`src/rtl/aes_pkg.sv`:
```
// Shared constants, state type and helpers for the AES round scheduler and
// its round-robin arbiter.
package aes_pkg;

  localparam int RND_W  = 4;
  localparam int KIDX_W = 4;

  localparam logic [1:0] MODE_INV = 2'b00;
  localparam logic [1:0] MODE_128 = 2'b01;
  localparam logic [1:0] MODE_192 = 2'b10;
  localparam logic [1:0] MODE_256 = 2'b11;

  typedef enum logic [1:0] {
    IDLE  = 2'd0,
    LOAD  = 2'd1,
    ROUND = 2'd2,
    DONE  = 2'd3
  } sched_state_e;

  // Round count for a key size; the invalid encoding yields zero rounds.
  function automatic logic [RND_W-1:0] nr_of(input logic [1:0] mode);
    logic [RND_W-1:0] nr_v;
    case (mode)
      MODE_128: nr_v = 4'd10;
      MODE_192: nr_v = 4'd12;
      MODE_256: nr_v = 4'd14;
      default:  nr_v = 4'd0;
    endcase
    return nr_v;
  endfunction

endpackage

```
`src/rtl/aes_rr_arbiter.sv`:
```
// Round-robin arbiter: one-hot grant to the first request after the
// last-granted index, wrapping; the pointer moves only on advance.
module aes_rr_arbiter #(
  parameter int NREQ = 2,
  parameter int IDW  = (NREQ > 2) ? $clog2(NREQ) : 1
) (
  input  logic            clk,
  input  logic            reset_n,
  input  logic [NREQ-1:0] req,
  input  logic            enable,
  input  logic            advance,
  output logic [NREQ-1:0] grant,
  output logic [IDW-1:0]  id
);

  logic [IDW-1:0]  last_r;
  logic [NREQ-1:0] hi_req_s;
  logic [IDW-1:0]  hi_id_s;
  logic [IDW-1:0]  lo_id_s;

  // Lowest request above the pointer wins; otherwise wrap to the lowest request.
  always_comb begin
    hi_req_s = '0;
    hi_id_s  = '0;
    lo_id_s  = '0;
    for (int i = NREQ - 1; i >= 0; i--) begin
      hi_req_s[i] = req[i] & (IDW'(i) > last_r);
      lo_id_s     = req[i]      ? IDW'(i) : lo_id_s;
      hi_id_s     = hi_req_s[i] ? IDW'(i) : hi_id_s;
    end
  end

  assign id    = (|hi_req_s) ? hi_id_s : lo_id_s;
  assign grant = (enable && (|req)) ? ({{(NREQ-1){1'b0}}, 1'b1} << id) : '0;

  // Last-granted pointer; the reset value puts requester 0 first in line.
  always_ff @(posedge clk or negedge reset_n) begin
    if (!reset_n) begin
      last_r <= IDW'(NREQ - 1);
    end else if (advance) begin
      last_r <= id;
    end else begin
      last_r <= last_r;
    end
  end

endmodule

```
`src/rtl/aes_round_scheduler.sv`:
```
// Shares one iterative AES round datapath among NREQ requesters: round-robin
// accept, LOAD, nr ROUND cycles, DONE handshake. Option: AES_SCHED_ABORT_EN.
module aes_round_scheduler
  import aes_pkg::*;
#(
  parameter int NREQ = 2,
  parameter int IDW  = (NREQ > 2) ? $clog2(NREQ) : 1
) (
  input  logic                clk,
  input  logic                reset_n,
  input  logic [NREQ-1:0]     req_valid,
  input  logic [2*NREQ-1:0]   req_mode,
  input  logic [NREQ-1:0]     req_dir,
  output logic [NREQ-1:0]     req_ready,
  output logic                dp_load,
  output logic                dp_round_en,
  output logic [RND_W-1:0]    dp_round,
  output logic [KIDX_W-1:0]   dp_key_idx,
  output logic                dp_last,
  output logic                dp_dir,
  output logic [1:0]          dp_mode,
  output logic                done_valid,
  output logic [IDW-1:0]      done_id,
  input  logic                done_ready,
  output logic                busy,
`ifdef AES_SCHED_ABORT_EN
  input  logic                abort,
  output logic                aborted,
`endif
  output logic                err_mode
);

  sched_state_e     state_r, state_nx;
  logic [RND_W-1:0] round_r, round_nx;
  logic [1:0]       mode_r, mode_nx, sel_mode_s;
  logic             dir_r, dir_nx, sel_dir_s;
  logic [IDW-1:0]   id_r, id_nx, arb_id_s;
  logic [NREQ-1:0]  arb_grant_s;
  logic             armed_r;
  logic             arb_en_s, xfer_s, err_nx, abort_s, abort_hit_s;
  logic [RND_W-1:0] nr_r_s, nr_nx_s;

  logic              dp_load_nx, dp_round_en_nx, dp_last_nx;
  logic [RND_W-1:0]  dp_round_nx;
  logic [KIDX_W-1:0] dp_key_idx_nx;

`ifdef AES_SCHED_ABORT_EN
  assign abort_s = abort;
`else
  assign abort_s = 1'b0;
`endif

  // armed_r keeps req_ready low from reset until the first edge after release.
  assign arb_en_s    = armed_r && (state_r == IDLE);
  assign xfer_s      = |(arb_grant_s & req_valid);
  assign abort_hit_s = abort_s && ((state_r == LOAD) || (state_r == ROUND));
  assign nr_r_s      = nr_of(mode_r);
  assign nr_nx_s     = nr_of(mode_nx);
  assign req_ready   = arb_grant_s;

  aes_rr_arbiter #(.NREQ(NREQ), .IDW(IDW)) u_arb (
    .clk     (clk),
    .reset_n (reset_n),
    .req     (req_valid),
    .enable  (arb_en_s),
    .advance (xfer_s),
    .grant   (arb_grant_s),
    .id      (arb_id_s)
  );

  // Pick the granted requester's mode and direction.
  always_comb begin
    sel_mode_s = MODE_INV;
    sel_dir_s  = 1'b0;
    for (int i = 0; i < NREQ; i++) begin
      sel_mode_s = arb_grant_s[i] ? req_mode[2*i +: 2] : sel_mode_s;
      sel_dir_s  = arb_grant_s[i] ? req_dir[i]         : sel_dir_s;
    end
  end

  // Next-state logic and job descriptor latching.
  always_comb begin
    state_nx = state_r;
    round_nx = round_r;
    mode_nx  = mode_r;
    dir_nx   = dir_r;
    id_nx    = id_r;
    err_nx   = 1'b0;
    case (state_r)
      IDLE: begin
        if (xfer_s) begin
          id_nx    = arb_id_s;
          mode_nx  = sel_mode_s;
          dir_nx   = sel_dir_s;
          round_nx = 4'd0;
          if (sel_mode_s == MODE_INV) begin
            err_nx   = 1'b1;
            state_nx = IDLE;
          end else begin
            state_nx = LOAD;
          end
        end else begin
          state_nx = IDLE;
        end
      end
      LOAD: begin
        if (abort_hit_s) begin
          state_nx = IDLE;
          round_nx = 4'd0;
        end else begin
          state_nx = ROUND;
          round_nx = 4'd1;
        end
      end
      ROUND: begin
        if (abort_hit_s) begin
          state_nx = IDLE;
          round_nx = 4'd0;
        end else if (round_r >= nr_r_s) begin
          state_nx = DONE;
          round_nx = 4'd0;
        end else begin
          state_nx = ROUND;
          round_nx = round_r + 4'd1;
        end
      end
      DONE: begin
        if (done_ready) begin
          state_nx = IDLE;
        end else begin
          state_nx = DONE;
        end
      end
      default: begin
        state_nx = IDLE;
        round_nx = 4'd0;
      end
    endcase
  end

  // Datapath controls for the coming cycle; decryption walks keys backwards.
  always_comb begin
    dp_load_nx     = 1'b0;
    dp_round_en_nx = 1'b0;
    dp_round_nx    = 4'd0;
    dp_key_idx_nx  = 4'd0;
    dp_last_nx     = 1'b0;
    case (state_nx)
      LOAD: begin
        dp_load_nx    = 1'b1;
        dp_key_idx_nx = dir_nx ? nr_nx_s : 4'd0;
      end
      ROUND: begin
        dp_round_en_nx = 1'b1;
        dp_round_nx    = round_nx;
        dp_key_idx_nx  = dir_nx ? (nr_nx_s - round_nx) : round_nx;
        dp_last_nx     = (round_nx == nr_nx_s);
      end
      default: begin
        dp_load_nx = 1'b0;
      end
    endcase
  end

  // Control state and the latched job descriptor.
  always_ff @(posedge clk or negedge reset_n) begin
    if (!reset_n) begin
      state_r <= IDLE;
      round_r <= 4'd0;
      mode_r  <= MODE_INV;
      dir_r   <= 1'b0;
      id_r    <= '0;
      armed_r <= 1'b0;
    end else begin
      state_r <= state_nx;
      round_r <= round_nx;
      mode_r  <= mode_nx;
      dir_r   <= dir_nx;
      id_r    <= id_nx;
      armed_r <= 1'b1;
    end
  end

  // Registered datapath, handshake and status outputs.
  always_ff @(posedge clk or negedge reset_n) begin
    if (!reset_n) begin
      dp_load     <= 1'b0;
      dp_round_en <= 1'b0;
      dp_round    <= 4'd0;
      dp_key_idx  <= 4'd0;
      dp_last     <= 1'b0;
      dp_dir      <= 1'b0;
      dp_mode     <= MODE_INV;
      done_valid  <= 1'b0;
      done_id     <= '0;
      busy        <= 1'b0;
      err_mode    <= 1'b0;
    end else begin
      dp_load     <= dp_load_nx;
      dp_round_en <= dp_round_en_nx;
      dp_round    <= dp_round_nx;
      dp_key_idx  <= dp_key_idx_nx;
      dp_last     <= dp_last_nx;
      dp_dir      <= (state_nx != IDLE) ? dir_nx : 1'b0;
      dp_mode     <= (state_nx != IDLE) ? mode_nx : MODE_INV;
      done_valid  <= (state_nx == DONE);
      done_id     <= (state_nx == DONE) ? id_nx : '0;
      busy        <= (state_nx != IDLE);
      err_mode    <= err_nx;
    end
  end

`ifdef AES_SCHED_ABORT_EN
  // One-cycle pulse when a running job is dropped.
  always_ff @(posedge clk or negedge reset_n) begin
    if (!reset_n) begin
      aborted <= 1'b0;
    end else begin
      aborted <= abort_hit_s;
    end
  end
`else
`endif

endmodule
```
`config.mk`:
```
export PLATFORM = sky130hd
export DESIGN_NAME = aes_round_scheduler
export DESIGN_NICKNAME = d
export VERILOG_FILES = /design/src/rtl/aes_pkg.sv /design/src/rtl/aes_rr_arbiter.sv /design/src/rtl/aes_round_scheduler.sv
export SDC_FILE = /design/constraint.sdc
export NUM_CORES = 1
export LEC_CHECK = 0
export ABC_AREA = 0
export CAP_MARGIN = 30
export CORE_ASPECT_RATIO = 0.6
export CORE_UTILIZATION = 40
export CTS_CLUSTER_SIZE = 40
export DETAILED_ROUTE_END_ITERATION = 7
export DONT_BUFFER_PORTS = 1
export PLACE_DENSITY_LB_ADDON = 0.08
export SETUP_SLACK_MARGIN = 0.05
export SYNTH_ARGS = -nofsm -noshare
export SYNTH_HDL_FRONTEND = slang
export SYNTH_SLANG_ARGS = --single-unit
```
`constraint.sdc`:
```
create_clock -name clk -period 3.25 [get_ports clk]
set_input_delay 0.975 -clock clk [delete_from_list [all_inputs] [get_ports clk]]
set_output_delay 0.975 -clock clk [all_outputs]
set_load 0.05 [all_outputs]
```
# Word level (Yosys, flattened, before mapping)
# Cells that the tools add are included.
[classes]
muxes = 39
bitwise = 3
n_lt_le_gt_ge = 3
n_eq_ne = 13
shifts = 1
n_reduce_logical = 8
add_sub_neg = 2
[ops]
columns = ["op", "n"]
rows = [
  ["$pmux W4 S3", 3],
  ["$mux W1", 21],
  ["$mux W4", 5],
  ["$eq A2 B2 Y1 const B", 8],
  ["$mux W2", 8],
  ["$eq A2 B1 Y1 const B", 4],
  ["$pmux W2 S4", 1],
  ["$pmux W4 S2", 1],
  ["$reduce_or A2 Y1", 3],
  ["$add A4 B1 Y4 const B", 1],
  ["$eq A4 B4 Y1", 1],
  ["$ge A4 B4 Y1", 1],
  ["$logic_not A2 Y1", 2],
  ["$sub A4 B4 Y4", 1],
  ["$and A1 B1 Y1", 2],
  ["$and A2 B2 Y2", 1],
  ["$gt A1 B1 Y1 const A", 2],
  ["$logic_and A1 B1 Y1", 2],
  ["$reduce_bool A2 Y1", 1],
  ["$shl A1 B1 Y2 const A", 1],
]
[word_totals]
output_inout_bits = 20
input_bits = 11
register_bits = 30
wordCells = 87

# Longest topological paths before layout
[depth]
depth_word = 16
mapped_depth = 11
ltp_nobuf = 11

# Modules after synthesis
# From an unflattened synthesis, not the netlist that was laid out.
[hier_totals]
hier_cells = 145
area_unflattened_um2 = 1567.8
[modules_own_cells]
columns = ["module", "instances", "cells_per_inst", "seq_area_each_um2", "area_each_um2"]
rows = [
  ["aes_round_scheduler", 1, 138, 700.7, 1495.2],
  ["aes_rr_arbiter", 1, 7, 26.3, 72.6],
]

# Worst setup path before layout
# Ideal clock, no wire load.
[synth_timing]
path_type = "input to register"
from = "input port req_valid[1]"
to = "register dp_key_idx[3]"
t_required_ns = 3.130
arrival_ns = 2.919
path_buffers = 0
stages = 9
setup_slack_ns = 0.211
setup_time_ns = 0.120
path_cell_list = "a21boi_4 mux2_4 mux2i_4 inv_1 ha_1 a21o_1 a21o_1 a31o_1 a41o_1"
[synth_via]
elab_chain_len = 15
word_cells_on_any_way = 37
classes_between = "add/sub: 1; eq/ne: 5; shift: 1; mux: 23; bitwise: 2; reduce/logical: 5"
[synth_lines]
columns = ["item", "line_no", "text"]
rows = [
  ["start, declared", "aes_round_scheduler.sv:11", "input logic [NREQ-1:0] req_valid,"],
  ["$and A1 B1 Y1", "aes_rr_arbiter.sv:27", "hi_req_s[i] = req[i] & (IDW'(i) > last_r);"],
  ["$mux W1 (2 in series)", "aes_rr_arbiter.sv:29", "hi_id_s = hi_req_s[i] ? IDW'(i) : hi_id_s;"],
  ["$mux W1", "aes_rr_arbiter.sv:33", "assign id = (|hi_req_s) ? hi_id_s : lo_id_s;"],
  ["$shl A1 B1 Y2", "aes_rr_arbiter.sv:34", "assign grant = (enable && (|req)) ? ({{(NREQ-1){1'b0}}, 1'b1} << id) : '0;"],
  ["$mux W2", "aes_rr_arbiter.sv:34", ""],
  ["$mux W2 / $and A2 B2 Y2 (equally long branches)", "aes_round_scheduler.sv:76, aes_round_scheduler.sv:55", ""],
  ["$mux W2 / $reduce_or A2 Y1 (equally long branches)", "aes_round_scheduler.sv:76, aes_round_scheduler.sv:55", ""],
  ["$mux W2", "aes_round_scheduler.sv:91", "if (xfer_s) begin"],
  ["$mux W2", "aes_round_scheduler.sv:89", "case (state_r)"],
  ["$eq A2 B2 Y1 / $eq A2 B1 Y1 (equally long branches)", "aes_pkg.sv:23", "case (mode)"],
  ["$pmux W4 S3", "aes_pkg.sv:23", ""],
  ["$sub A4 B4 Y4", "aes_round_scheduler.sv:156", "dp_key_idx_nx = dir_nx ? (nr_nx_s - round_nx) : round_nx;"],
  ["$mux W4", "aes_round_scheduler.sv:156", ""],
  ["$pmux W4 S2 (*)", "aes_round_scheduler.sv:148", "case (state_nx)"],
  ["via dp_key_idx_nx[3]", "aes_round_scheduler.sv:45", "logic [KIDX_W-1:0] dp_key_idx_nx;"],
  ["end signal, assigned", "aes_round_scheduler.sv:202", "dp_key_idx <= dp_key_idx_nx;"],
  ["end, declared", "aes_round_scheduler.sv:18", "output logic [KIDX_W-1:0] dp_key_idx,"],
]
# The timed path passes the listed nets; every way through them passes the cells marked *.
# A chain may end at the register's enable or synchronous reset.

# Worst setup path after layout
[layout_timing]
from = "register mode_r[0]"
to = "register dp_key_idx[2]"
[layout_via]
elab_chain_len = 8
word_cells_on_any_way = 21
classes_between = "add/sub: 1; order compare: 1; eq/ne: 8; mux: 11"
[layout_lines]
columns = ["item", "line_no", "text"]
rows = [
  ["start, declared", "aes_round_scheduler.sv:35", "logic [1:0] mode_r, mode_nx, sel_mode_s;"],
  ["start signal, assigned", "aes_round_scheduler.sv:177", "mode_r <= mode_nx;"],
  ["$eq A2 B2 Y1 / $eq A2 B1 Y1 (equally long branches)", "aes_pkg.sv:23", ""],
  ["$pmux W4 S3 (*)", "aes_pkg.sv:23", ""],
  ["$ge A4 B4 Y1 (*)", "aes_round_scheduler.sv:119", "end else if (round_r >= nr_r_s) begin"],
  ["$mux W4 (*)", "aes_round_scheduler.sv:119", ""],
  ["$pmux W4 S3 (*)", "aes_round_scheduler.sv:89", ""],
  ["via round_nx[1]", "aes_round_scheduler.sv:34", "logic [RND_W-1:0] round_r, round_nx;"],
  ["$sub A4 B4 Y4 (*)", "aes_round_scheduler.sv:156", ""],
  ["$mux W4 (*)", "aes_round_scheduler.sv:156", ""],
  ["$pmux W4 S2 (*)", "aes_round_scheduler.sv:148", ""],
  ["via dp_key_idx_nx[2]", "aes_round_scheduler.sv:45", ""],
]
# Marked as above.

==> impl_metrics.yaml <==
status:
  status: "completed"
logic_synthesis:
  synth_edf_count: 0
  async_flop_share_pct: 100
  synth_ff_type: "dfrtp_1"
  syn_avg_cell_area_sq_um: 11.7
  synth_nets: 155
  postSynthCellCount: 133
  synth_seq_cells: 29
  synth_warnings: 0
  yosys.cell_types.count: 50
  ys_seq_area_share_pct: 46.5
  syn_area_sq_um: 1560
route:
  drc: 0
  antenna_left: 0
  vias_per_cell: 5.23
  wl_met2_um: 1230
  firstDrtPassIters: 4
  drt_iter0_drc: 77
  wl_met1_um: 1600
  dr.max_layer_used: "met4"
  post_drt_wl_per_cell_um: 15.9
  finalWirelength_um: 2990
  wl_met3_um: 156
  vias: 984
placement:
  hpwl_um: 2200
  dp_slack_ns: 0.257
  io_buffers: 0
  place_congestion: 0.817
worst_setup_path:
  critPathArrivalTime_ns: 2.89
  cp.required_ns: 3.41
  cp-start-kind: "register"
  path_max_fanout: 5
  worstSetupEndpointType: "register"
  crit_type: "register to register"
clocking:
  cts_setup_buffers: 0
  cts_tree: "done"
  cts.sinks: 29
  clockRootBuffer: "clkbuf_8"
  clk_path_buf_depth: 2
  clkTransAtPathRegs_ns: 0.06
  h-tree-depth: 2
  clk_latency_ns: 0.27
  cts_made_buffers: 5
  cts_hold_buf: 0
  post_cts_resized: 0
sta:
  setup_ws_ns: 0.524
  fin_hold_ws_ns: 0.392
  skew_ns: 0.00605
  fin_crit_ns: 2.73
  tns_ns: 0
  worst_pin_slew_ns: 0.881
  fmax_ghz: 0.367
  hold_viol: 0
  rsz0062_at_grt: "false"
  fin_crit_sh_pct: 83.9
  relSlewSlack_pct: 41.3
  finalMaxSlewViolations: 0
  setup_viol: 0
floorplan:
  die_area_sq_um: 4170
  initial_core_util_pct: 42.2
  fp.coreArea_sq_um: 3700
  rows: 17
  die_y_um: 50.4
  boundaryPins: 31
  die_w_um: 82.7
global_routing:
  antenna_found_initial: 0
  grt_pass1_vias: 1015
  track_usage_pct: 17.7
  grt-ovfl-total: 0
  grt_max_degree: 30
  grt_pass1_wl_um: 5170
finish:
  nets: 162
  fill_cells: 350
  drive_gt1_share_pct: 24.8
  area_growth_pct: 10.0
  n_antenna_cell: 0
hold_path:
  hold_path_class: "primary input to async pin"
flow_run:
  cap_violations: 0
[critical path: stages (launching register included)]
cell and delay (ns):
dfrtp_1 0.44, nor2_1 0.07, ha_1 0.30, nand2_1 0.05, a21o_1 0.20, a32oi_1 0.41, inv_1 0.15, fa_1 0.45
xnor2_1 0.20, o21ai_0 0.10, a2bb2oi_1 0.17, nor2_1 0.06
[kinds of logic (layout without fill, tap and decap cells)]
group | count (synthesis) | count (layout) | synth area share [%]
flops | 29 | 29 | 46.5
fa+ha+maj | 11 | 11 | 9.29
buf+inv | 13 | 21 | 4.00
other cells | 1 | 1 | 0.240
compound gates | 27 | 27 | 16.9
xor+xnor | 4 | 4 | 2.24
simple gates | 42 | 42 | 14.7
mux | 6 | 6 | 6.08
[area by class of cell]
class	count	area, sq um	share of cell area, %
clock buffer	7	96.3	5.60
clock inverter	1	5.00	0.291
inverter	11	43.8	2.55
multi-input combinational	91	773	45.0
sequential	29	727	42.3
tap	47	58.8	3.42
timing repair buffer	2	15.0	0.873
[metrics by stage]
step                      std cells  utilization (%)  instance area (sq um)
final                           188             46.5                   1720
after CTS                       188             46.5                   1720
after global routing            188             46.5                   1720
after floorplan                 133                -                   1560
after global placement          180             43.7                   1620
after detailed placement        180             43.7                   1620
[cells in the mapped netlist, drive strengths merged, types with 4 or more instances]
master	count	area, sq um
inv	11	43.8
nand3	4	20.0
dfrtp	28	701
and3	4	31.3
ha	10	125
a21o	6	47.6
and2	6	40.0
nor2	9	43.8
mux2i	4	65.1
nand2	12	52.6
o21ai	5	51.3
[worst paths after layout]
kind	start	endpoint	slack, ns	cells past startpoint
max	mode_r[0]$_DFF_PN0_	dp_key_idx[2]$_DFF_PN0_	0.52	11
min	reset_n	mode_r[0]$_DFF_PN0_	0.39	0
max reg2reg	mode_r[0]$_DFF_PN0_	dp_key_idx[2]$_DFF_PN0_	0.52	11
min reg2reg	id_r$_DFF_PN0_	id_r$_DFF_PN0_	0.48	1
max in group asynchronous	reset_n	u_arb.last_r$_DFFE_PN1N_	2.67	0
min in group clk	id_r$_DFF_PN0_	id_r$_DFF_PN0_	0.48	1
[layout by cell type, fill, tap and decap left out, types with 4 or more instances in the layout]
| master | count |
|---|---|
| ha_1 | 10 |
| and2_1 | 5 |
| nand2_1 | 11 |
| clkbuf_8 | 7 |
| inv_1 | 8 |
| nor2_1 | 7 |
| a21o_1 | 4 |
| nand3_1 | 4 |
| dfrtp_1 | 28 |
[routing by layer]
layer / vias up / track usage (%)
met5: - / 0
met4: 0 / 6.03
met3: 2 / 6.18
met2: 16 / 21.2
met1: 494 / 28.2
li1: 472 / -
[flip-flops by register name, summed over array words and instances (netlist names)]
| register | cells |
|---|---|
| dp_round | 4 |
| round_r | 4 |
| dp_key_idx | 3 |
| dp_mode | 2 |
| mode_r | 2 |
| state_r | 2 |
| armed_r | 1 |
| busy | 1 |
| dir_r | 1 |
| done_id | 1 |
| done_valid | 1 |
| dp_dir | 1 |
| dp_last | 1 |
| dp_load | 1 |
| dp_round_en | 1 |
| err_mode | 1 |
| id_r | 1 |
| u_arb.last_r | 1 |
Power is left out: the tool's default activity adds up to more than one toggle a clock period on the data nets, which glitch-free logic cannot reach.
